File: src/rtl/serial_link_pkg.sv
// Shared definitions for the serial link peer: FSM state encodings and
// framing constants used by the RX and TX paths.
package serial_link_pkg;

    // Default bit period: 50 MHz system clock at 115200 baud.
    localparam int DEFAULT_CLKS_PER_BIT = 434;

    // Start bit + 8 data bits + stop bit.
    localparam int FRAME_BITS = 10;

    typedef enum logic [1:0] {
        RX_IDLE  = 2'd0,
        RX_START = 2'd1,
        RX_DATA  = 2'd2,
        RX_STOP  = 2'd3
    } rx_state_t;

    typedef enum logic [2:0] {
        TX_IDLE  = 3'd0,
        TX_OFFER = 3'd1,
        TX_START = 3'd2,
        TX_DATA  = 3'd3,
        TX_STOP  = 3'd4
    } tx_state_t;

endpackage

File: src/rtl/serial_peer_fifo.sv
// First-word-fall-through byte FIFO for bytes received from the CPU.
// Pointers carry one extra MSB so full and empty can be told apart.
module serial_peer_fifo #(
    parameter int DEPTH = 8,
    parameter int WIDTH = 8
) (
    input  logic             clock,
    input  logic             reset,
    input  logic             push,
    input  logic             pop,
    input  logic [WIDTH-1:0] din,
    output logic [WIDTH-1:0] dout,
    output logic             empty,
    output logic             full
);

    localparam int AW = $clog2(DEPTH);

    logic [WIDTH-1:0] mem [DEPTH];
    logic [AW:0]      wr_ptr_reg;
    logic [AW:0]      rd_ptr_reg;
    logic             do_push;
    logic             do_pop;

    // A push into a full FIFO still lands when the head is popped in the same cycle.
    assign do_pop  = pop && !empty;
    assign do_push = push && (!full || pop);

    // Status flags from pointer comparison.
    always_comb begin
        empty = (wr_ptr_reg == rd_ptr_reg);
        full  = (wr_ptr_reg[AW] != rd_ptr_reg[AW]) &&
                (wr_ptr_reg[AW-1:0] == rd_ptr_reg[AW-1:0]);
    end

    // Head of queue is visible without a read request.
    assign dout = mem[rd_ptr_reg[AW-1:0]];

    // Storage write; contents need no reset because empty masks them.
    always_ff @(posedge clock) begin
        if (do_push) begin
            mem[wr_ptr_reg[AW-1:0]] <= din;
        end
    end

    // Pointer advance.
    always_ff @(posedge clock) begin
        if (!reset) begin
            wr_ptr_reg <= '0;
            rd_ptr_reg <= '0;
        end else begin
            if (do_push) wr_ptr_reg <= wr_ptr_reg + 1'b1;
            if (do_pop)  rd_ptr_reg <= rd_ptr_reg + 1'b1;
        end
    end

endmodule

File: src/rtl/serial_link_peer.sv
// Far-end partner of the CPU serial link: 8N1 UART receiver feeding a
// byte FIFO, and a UART transmitter that only starts once the CPU signals
// it is waiting for a byte. RX and TX run independently.
module serial_link_peer
    import serial_link_pkg::*;
#(
    parameter int CLKS_PER_BIT = DEFAULT_CLKS_PER_BIT,
    parameter int FIFO_DEPTH   = 8
) (
    input  logic       clock,
    input  logic       reset,
    input  logic       rx,
    output logic       tx,
    input  logic       cpu_sig_send,
    input  logic       cpu_sig_recv,
    output logic       peer_sig_send,
    output logic       peer_sig_recv,
    input  logic [7:0] tx_data,
    input  logic       tx_valid,
    output logic       tx_ready,
    output logic [7:0] rx_data,
    output logic       rx_valid,
    input  logic       rx_ready,
    output logic       rx_overflow,
    output logic       frame_error
);

    localparam int          BW      = $clog2(CLKS_PER_BIT);
    localparam logic [BW-1:0] BIT_M1  = BW'(CLKS_PER_BIT - 1);
    localparam logic [BW-1:0] HALF_M1 = BW'(CLKS_PER_BIT / 2 - 1);

    // ---------------- RX path ----------------
    logic          rx_meta_reg, rx_sync_reg, rx_prev_reg;
    rx_state_t     rx_state_reg, rx_state_next;
    logic [BW-1:0] rx_baud_reg, rx_baud_next;
    logic [3:0]    rx_bits_reg, rx_bits_next;
    logic [7:0]    rx_shift_reg, rx_shift_next;
    logic          rx_push_reg, rx_push_next;
    logic          rx_ferr_reg, rx_ferr_next;
    logic          overflow_reg;

    logic          fifo_pop, fifo_empty, fifo_full;
    logic [7:0]    fifo_dout;

    // Two-flop synchroniser plus a delayed copy for falling-edge detection; idles high.
    always_ff @(posedge clock) begin
        if (!reset) begin
            rx_meta_reg <= 1'b1;
            rx_sync_reg <= 1'b1;
            rx_prev_reg <= 1'b1;
        end else begin
            rx_meta_reg <= rx;
            rx_sync_reg <= rx_meta_reg;
            rx_prev_reg <= rx_sync_reg;
        end
    end

    // RX state and datapath registers.
    always_ff @(posedge clock) begin
        if (!reset) begin
            rx_state_reg <= RX_IDLE;
            rx_baud_reg  <= '0;
            rx_bits_reg  <= '0;
            rx_shift_reg <= '0;
            rx_push_reg  <= 1'b0;
            rx_ferr_reg  <= 1'b0;
        end else begin
            rx_state_reg <= rx_state_next;
            rx_baud_reg  <= rx_baud_next;
            rx_bits_reg  <= rx_bits_next;
            rx_shift_reg <= rx_shift_next;
            rx_push_reg  <= rx_push_next;
            rx_ferr_reg  <= rx_ferr_next;
        end
    end

    // RX next state: start detect, mid-bit sampling, stop-bit check.
    always_comb begin
        rx_state_next = rx_state_reg;
        rx_baud_next  = rx_baud_reg;
        rx_bits_next  = rx_bits_reg;
        rx_shift_next = rx_shift_reg;
        rx_push_next  = 1'b0;
        rx_ferr_next  = 1'b0;
        case (rx_state_reg)
            RX_IDLE: begin
                rx_baud_next = '0;
                rx_bits_next = '0;
                if (rx_prev_reg && !rx_sync_reg) rx_state_next = RX_START;
            end
            RX_START: begin
                if (rx_baud_reg == HALF_M1) begin
                    rx_baud_next  = '0;
                    // Line back high at mid start bit means a glitch, not a frame.
                    rx_state_next = rx_sync_reg ? RX_IDLE : RX_DATA;
                end else begin
                    rx_baud_next = rx_baud_reg + 1'b1;
                end
            end
            RX_DATA: begin
                if (rx_baud_reg == BIT_M1) begin
                    rx_baud_next  = '0;
                    rx_shift_next = {rx_sync_reg, rx_shift_reg[7:1]};
                    rx_bits_next  = rx_bits_reg + 4'd1;
                    if (rx_bits_reg == 4'd7) rx_state_next = RX_STOP;
                end else begin
                    rx_baud_next = rx_baud_reg + 1'b1;
                end
            end
            RX_STOP: begin
                if (rx_baud_reg == BIT_M1) begin
                    rx_baud_next  = '0;
                    rx_push_next  = rx_sync_reg;
                    rx_ferr_next  = !rx_sync_reg;
                    rx_state_next = RX_IDLE;
                end else begin
                    rx_baud_next = rx_baud_reg + 1'b1;
                end
            end
            default: rx_state_next = RX_IDLE;
        endcase
    end

    // Sticky overflow: a completed byte found the FIFO full with no pop to make room.
    always_ff @(posedge clock) begin
        if (!reset) begin
            overflow_reg <= 1'b0;
        end else if (rx_push_reg && fifo_full && !fifo_pop) begin
            overflow_reg <= 1'b1;
        end
    end

    assign fifo_pop = rx_valid && rx_ready;

    serial_peer_fifo #(
        .DEPTH (FIFO_DEPTH),
        .WIDTH (8)
    ) u_fifo (
        .clock (clock),
        .reset (reset),
        .push  (rx_push_reg),
        .pop   (fifo_pop),
        .din   (rx_shift_reg),
        .dout  (fifo_dout),
        .empty (fifo_empty),
        .full  (fifo_full)
    );

    // RX-side outputs; cpu_sig_send is deliberately OR'd away so it never gates acceptance.
    always_comb begin
        peer_sig_send = !fifo_full && (rx_state_reg == RX_IDLE) && (cpu_sig_send || 1'b1);
        rx_valid      = !fifo_empty;
        rx_data       = fifo_empty ? 8'h00 : fifo_dout;
        rx_overflow   = overflow_reg;
        frame_error   = rx_ferr_reg;
    end

    // ---------------- TX path ----------------
    tx_state_t     tx_state_reg, tx_state_next;
    logic [BW-1:0] tx_baud_reg, tx_baud_next;
    logic [3:0]    tx_bits_reg, tx_bits_next;
    logic [7:0]    tx_shift_reg, tx_shift_next;

    // TX state and datapath registers.
    always_ff @(posedge clock) begin
        if (!reset) begin
            tx_state_reg <= TX_IDLE;
            tx_baud_reg  <= '0;
            tx_bits_reg  <= '0;
            tx_shift_reg <= '0;
        end else begin
            tx_state_reg <= tx_state_next;
            tx_baud_reg  <= tx_baud_next;
            tx_bits_reg  <= tx_bits_next;
            tx_shift_reg <= tx_shift_next;
        end
    end

    // TX next state: latch byte, wait for CPU, then shift out one full frame.
    always_comb begin
        tx_state_next = tx_state_reg;
        tx_baud_next  = tx_baud_reg;
        tx_bits_next  = tx_bits_reg;
        tx_shift_next = tx_shift_reg;
        case (tx_state_reg)
            TX_IDLE: begin
                tx_baud_next = '0;
                tx_bits_next = '0;
                if (tx_valid) begin
                    tx_shift_next = tx_data;
                    tx_state_next = TX_OFFER;
                end
            end
            TX_OFFER: begin
                tx_baud_next = '0;
                if (cpu_sig_recv) tx_state_next = TX_START;
            end
            TX_START: begin
                if (tx_baud_reg == BIT_M1) begin
                    tx_baud_next  = '0;
                    tx_state_next = TX_DATA;
                end else begin
                    tx_baud_next = tx_baud_reg + 1'b1;
                end
            end
            TX_DATA: begin
                if (tx_baud_reg == BIT_M1) begin
                    tx_baud_next  = '0;
                    tx_shift_next = {1'b0, tx_shift_reg[7:1]};
                    tx_bits_next  = tx_bits_reg + 4'd1;
                    if (tx_bits_reg == 4'd7) tx_state_next = TX_STOP;
                end else begin
                    tx_baud_next = tx_baud_reg + 1'b1;
                end
            end
            TX_STOP: begin
                if (tx_baud_reg == BIT_M1) begin
                    tx_baud_next  = '0;
                    tx_state_next = TX_IDLE;
                end else begin
                    tx_baud_next = tx_baud_reg + 1'b1;
                end
            end
            default: tx_state_next = TX_IDLE;
        endcase
    end

    // TX-side outputs decoded from state; line idles high outside START/DATA.
    always_comb begin
        tx_ready      = (tx_state_reg == TX_IDLE);
        peer_sig_recv = (tx_state_reg != TX_IDLE);
        case (tx_state_reg)
            TX_START: tx = 1'b0;
            TX_DATA:  tx = tx_shift_reg[0];
            default:  tx = 1'b1;
        endcase
    end

endmodule

File: config.mk
export PLATFORM = sky130hd
export DESIGN_NAME = serial_link_peer
export DESIGN_NICKNAME = d
export VERILOG_FILES = /design/src/rtl/serial_link_pkg.sv /design/src/rtl/serial_peer_fifo.sv /design/src/rtl/serial_link_peer.sv
export SDC_FILE = /design/constraint.sdc
export NUM_CORES = 1
export LEC_CHECK = 0
export ABC_AREA = 1
export BUFFER_PORTS_ARGS = -buffer_cell sky130_fd_sc_hd__buf_2
export CAP_MARGIN = 20
export CORE_MARGIN = 5
export CORE_UTILIZATION = 34
export CTS_CLUSTER_DIAMETER = 30
export CTS_CLUSTER_SIZE = 24
export DETAILED_ROUTE_END_ITERATION = 6
export PLACE_DENSITY = 0.55
export REMOVE_ABC_BUFFERS = 1
export SLEW_MARGIN = 20
export SYNTH_ARGS = -nofsm -noshare
export SYNTH_HDL_FRONTEND = slang
export SYNTH_SLANG_ARGS = --single-unit
File: constraint.sdc
create_clock -name clock -period 2.34 [get_ports clock]
set_clock_uncertainty 0.1 [all_clocks]
set_input_delay 0.351 -clock clock [delete_from_list [all_inputs] [get_ports clock]]
set_output_delay 0.351 -clock clock [all_outputs]
set_load 0.005 [all_outputs]
==> results.ini <==
[placed_design]
portBuffers=28
dp_hpwl_mm=7.53
gp_congestion=0.843
dpl_worst_slack_ns=0.176
dp.cells=859

[setup_path]
cp.arrival_ns=1.82
cp_max_fo=12
reg2regPathDepth=6
rr_endpoint=u_fifo.mem[2][2]
cp_cell_sequence=inv_1, nand2_1, nand2_1, nor2_2, nand3_4, o21ai_0, nor2_1, buf_2
reg2reg_from=u_fifo.rd_ptr_reg[2]
cp-start-kind=register
cpMostUsedCell=nand2_1
worst_path_max_delay_cell=dfxtp_1
worstPathRequired_ns=1.89
r2r_setup_slack_ns=0.13
setup.worst_path.class=register to primary output
endpoint_kind=primary output
critPathMaxStageDelay_ns=0.42

[sta]
fin_crit_sh_pct=96.9
setup_viol=0
rsz0062_at_grt=yes
hold_viol_final=0
fin_ws_ns=0.0725
tightest_slew_ns=0.831
fmax_mhz=441
max-slew-margin-rel_pct=44.4
drv_slew=0
finalCriticalPeriod_ns=2.27

[clocking]
h-tree-depth=4
clk_latency_ns=0.41
ctsHoldBuffers=0
cts_root_buffer=clkbuf_16
cts_sinks=128
path_clk_slew_ns=0.06
numCtsBuffers=17
cts_max_path_buffers=2
post_cts_buffers=0
cts_tree=done

[synth]
ys_types=40
netlist_area_mm2=0.00563
synth_area_leader_cell=edfxtp_1
avgSynthCellArea_um2=9.03
ys_seq_elements=128
synthFlopType=edfxtp_1
synth-async-reset-ratio_pct=0
synthCells=623
yosys_warnings=0
synth_top_area_share_pct=34.2
yosys-top-cells-area=edfxtp_1 34%, dfxtp_1 23%, nor2_1 8.1%
ys_seq_area_share_pct=56.9
yosysMostFrequentCell=nor2_1
synthTopCellsByCount=122 x nor2_1, 97 x nand2_1, 64 x dfxtp_1, 64 x edfxtp_1, 57 x o21ai_0
synth_edf_count=64

[floorplan]
start_util_pct=34.3
dieArea_mm2=0.0192
die_w_um=139
rows=47
die_h_um=139
core_mm2=0.0164
ioPinCount=30

[layout]
nFillCells=1607
fin_cells=891
largest_reg_flops=64
multi_input_area_mm2=0.00212
ff_latch_area_mm2=0.00320
layout-drive-gt1-share_pct=15.4
fin_util_pct=40.2
diodes=0
final_net_count=682
area_growth_pct=17.2

[hold_path]
min_to=rx_meta_reg
min-delay-start=rx
min_path_cells=2
hold_class=primary input to register

[route]
postRouteAntennaNets=0
viasPerCell=4.70
routed_wl_mm=11.5
wl_per_cell_um=12.9
drt_drc_violations_left=0
drt_iter0_drc=256
drt_pass1_iterations=4
via_count=4189

[grt]
grt_max_degree=33
grt_pass1_wl_mm=19.1
track_usage_pct=12.2
grt_overflow=0
antenna_found_initial=0
grt_pass1_vias=4045

[pwr]
power.density_mw_per_mm2=878
seq_power_share_pct=43.3
clkPwrFrac_pct=44.2
swShare_pct=26.5
intPower_mw=4.26
ir_drop_uv=628
p_leak_nw=2.66
total_power_mw=5.79
p_comb_share_pct=12.4
p_sw_mw=1.53

[flow_run]
maxCapViolations=0

[outcome]
status=completed

[per-stage QoR]
step	cell area [um^2]	setup TNS [ns]	hold WS [ns]
finish	6590	0	0.0367
global route	6590	-1.38	0.0213
CTS	6570	0	0.0289
detailed placement	5980	0	0.306
global placement	5980	0	0.308
floorplan	5500	0	0.292
[layer usage]
layer	vias up	global-route usage [%]	routed length, um	part of all wire, %
li1	2161	-	-	-
met1	1956	14.7	5130	45
met2	60	21.0	5790	50
met3	12	3.83	439	3.8
met4	0	3.60	114	0.99
met5	-	0	0	0
[critical path, delay by kind of cell, from the launching register on]
kind	cells	cell delay, ns
compound gates	1	0.14
buf+inv	2	0.22
simple gates	5	0.62
flops	1	0.42
[cells by family (layout without fill, tap and decap cells)]
group / Yosys count / after routing / synth area share, %
and+or+nand+nor: 297 / 297 / 23.4
DFF: 128 / 128 / 56.9
AOI/OAI and AO/OA: 107 / 107 / 10.4
buffers and inverters: 72 / 120 / 5.74
xor gates and xnor gates: 10 / 10 / 1.56
adders and majority gates: 9 / 9 / 2.00
[area by class of cell]
| cell class | instances | area share, % |
|---|---|---|
| inverters | 52 | 2.98 |
| clock inverters | 9 | 1.08 |
| repair buffers | 36 | 3.15 |
| clock buffers | 23 | 7.91 |
| well taps | 220 | 4.17 |
| flip-flops and latches | 128 | 48.6 |
| multi-input cells | 423 | 32.1 |
[timing repair]
item / CTS / global route
endpoints found under the setup margin: 8 / 40
endpoints found under the hold margin: 0 / 0
resized for setup: 1 / 5
[worst max-delay path by stage]
stage | from | end
finish | u_fifo.wr_ptr_reg[0] | rx_data[4]
global route | u_fifo.wr_ptr_reg[0] | rx_data[4]
CTS | u_fifo.wr_ptr_reg[0] | rx_data[4]
detailed placement | u_fifo.wr_ptr_reg[0] | u_fifo.mem[2][0]
global placement | u_fifo.wr_ptr_reg[0] | u_fifo.mem[4][3]
floorplan | register | rx_data[0]
[power by group through the flow]
stage / combinational (mW) / sequential, mW / clock (mW)
after CTS: 0.728 / 2.51 / 2.60
final: 0.720 / 2.51 / 2.56
after floorplan: 0.548 / 2.54 / 0
after detailed placement: 0.721 / 2.55 / 0
after global placement: 0.701 / 2.55 / 0
after global routing: 0.833 / 2.52 / 2.72
[cells in the final DEF, fill, tap and decap left out, types with 7 or more instances in the layout]
| cell type | instances |
|---|---|
| nand2_2 | 11 |
| nand3_1 | 35 |
| buf_2 | 28 |
| o21ai_0 | 57 |
| dfxtp_1 | 64 |
| ha_1 | 9 |
| clkbuf_16 | 20 |
| o32ai_1 | 8 |
| inv_1 | 45 |
| nor2_1 | 120 |
| edfxtp_1 | 64 |
| nor3_1 | 7 |
| nand2_1 | 97 |
| a21oi_1 | 33 |
No activity file was read; power rests on OpenSTA's default activity.
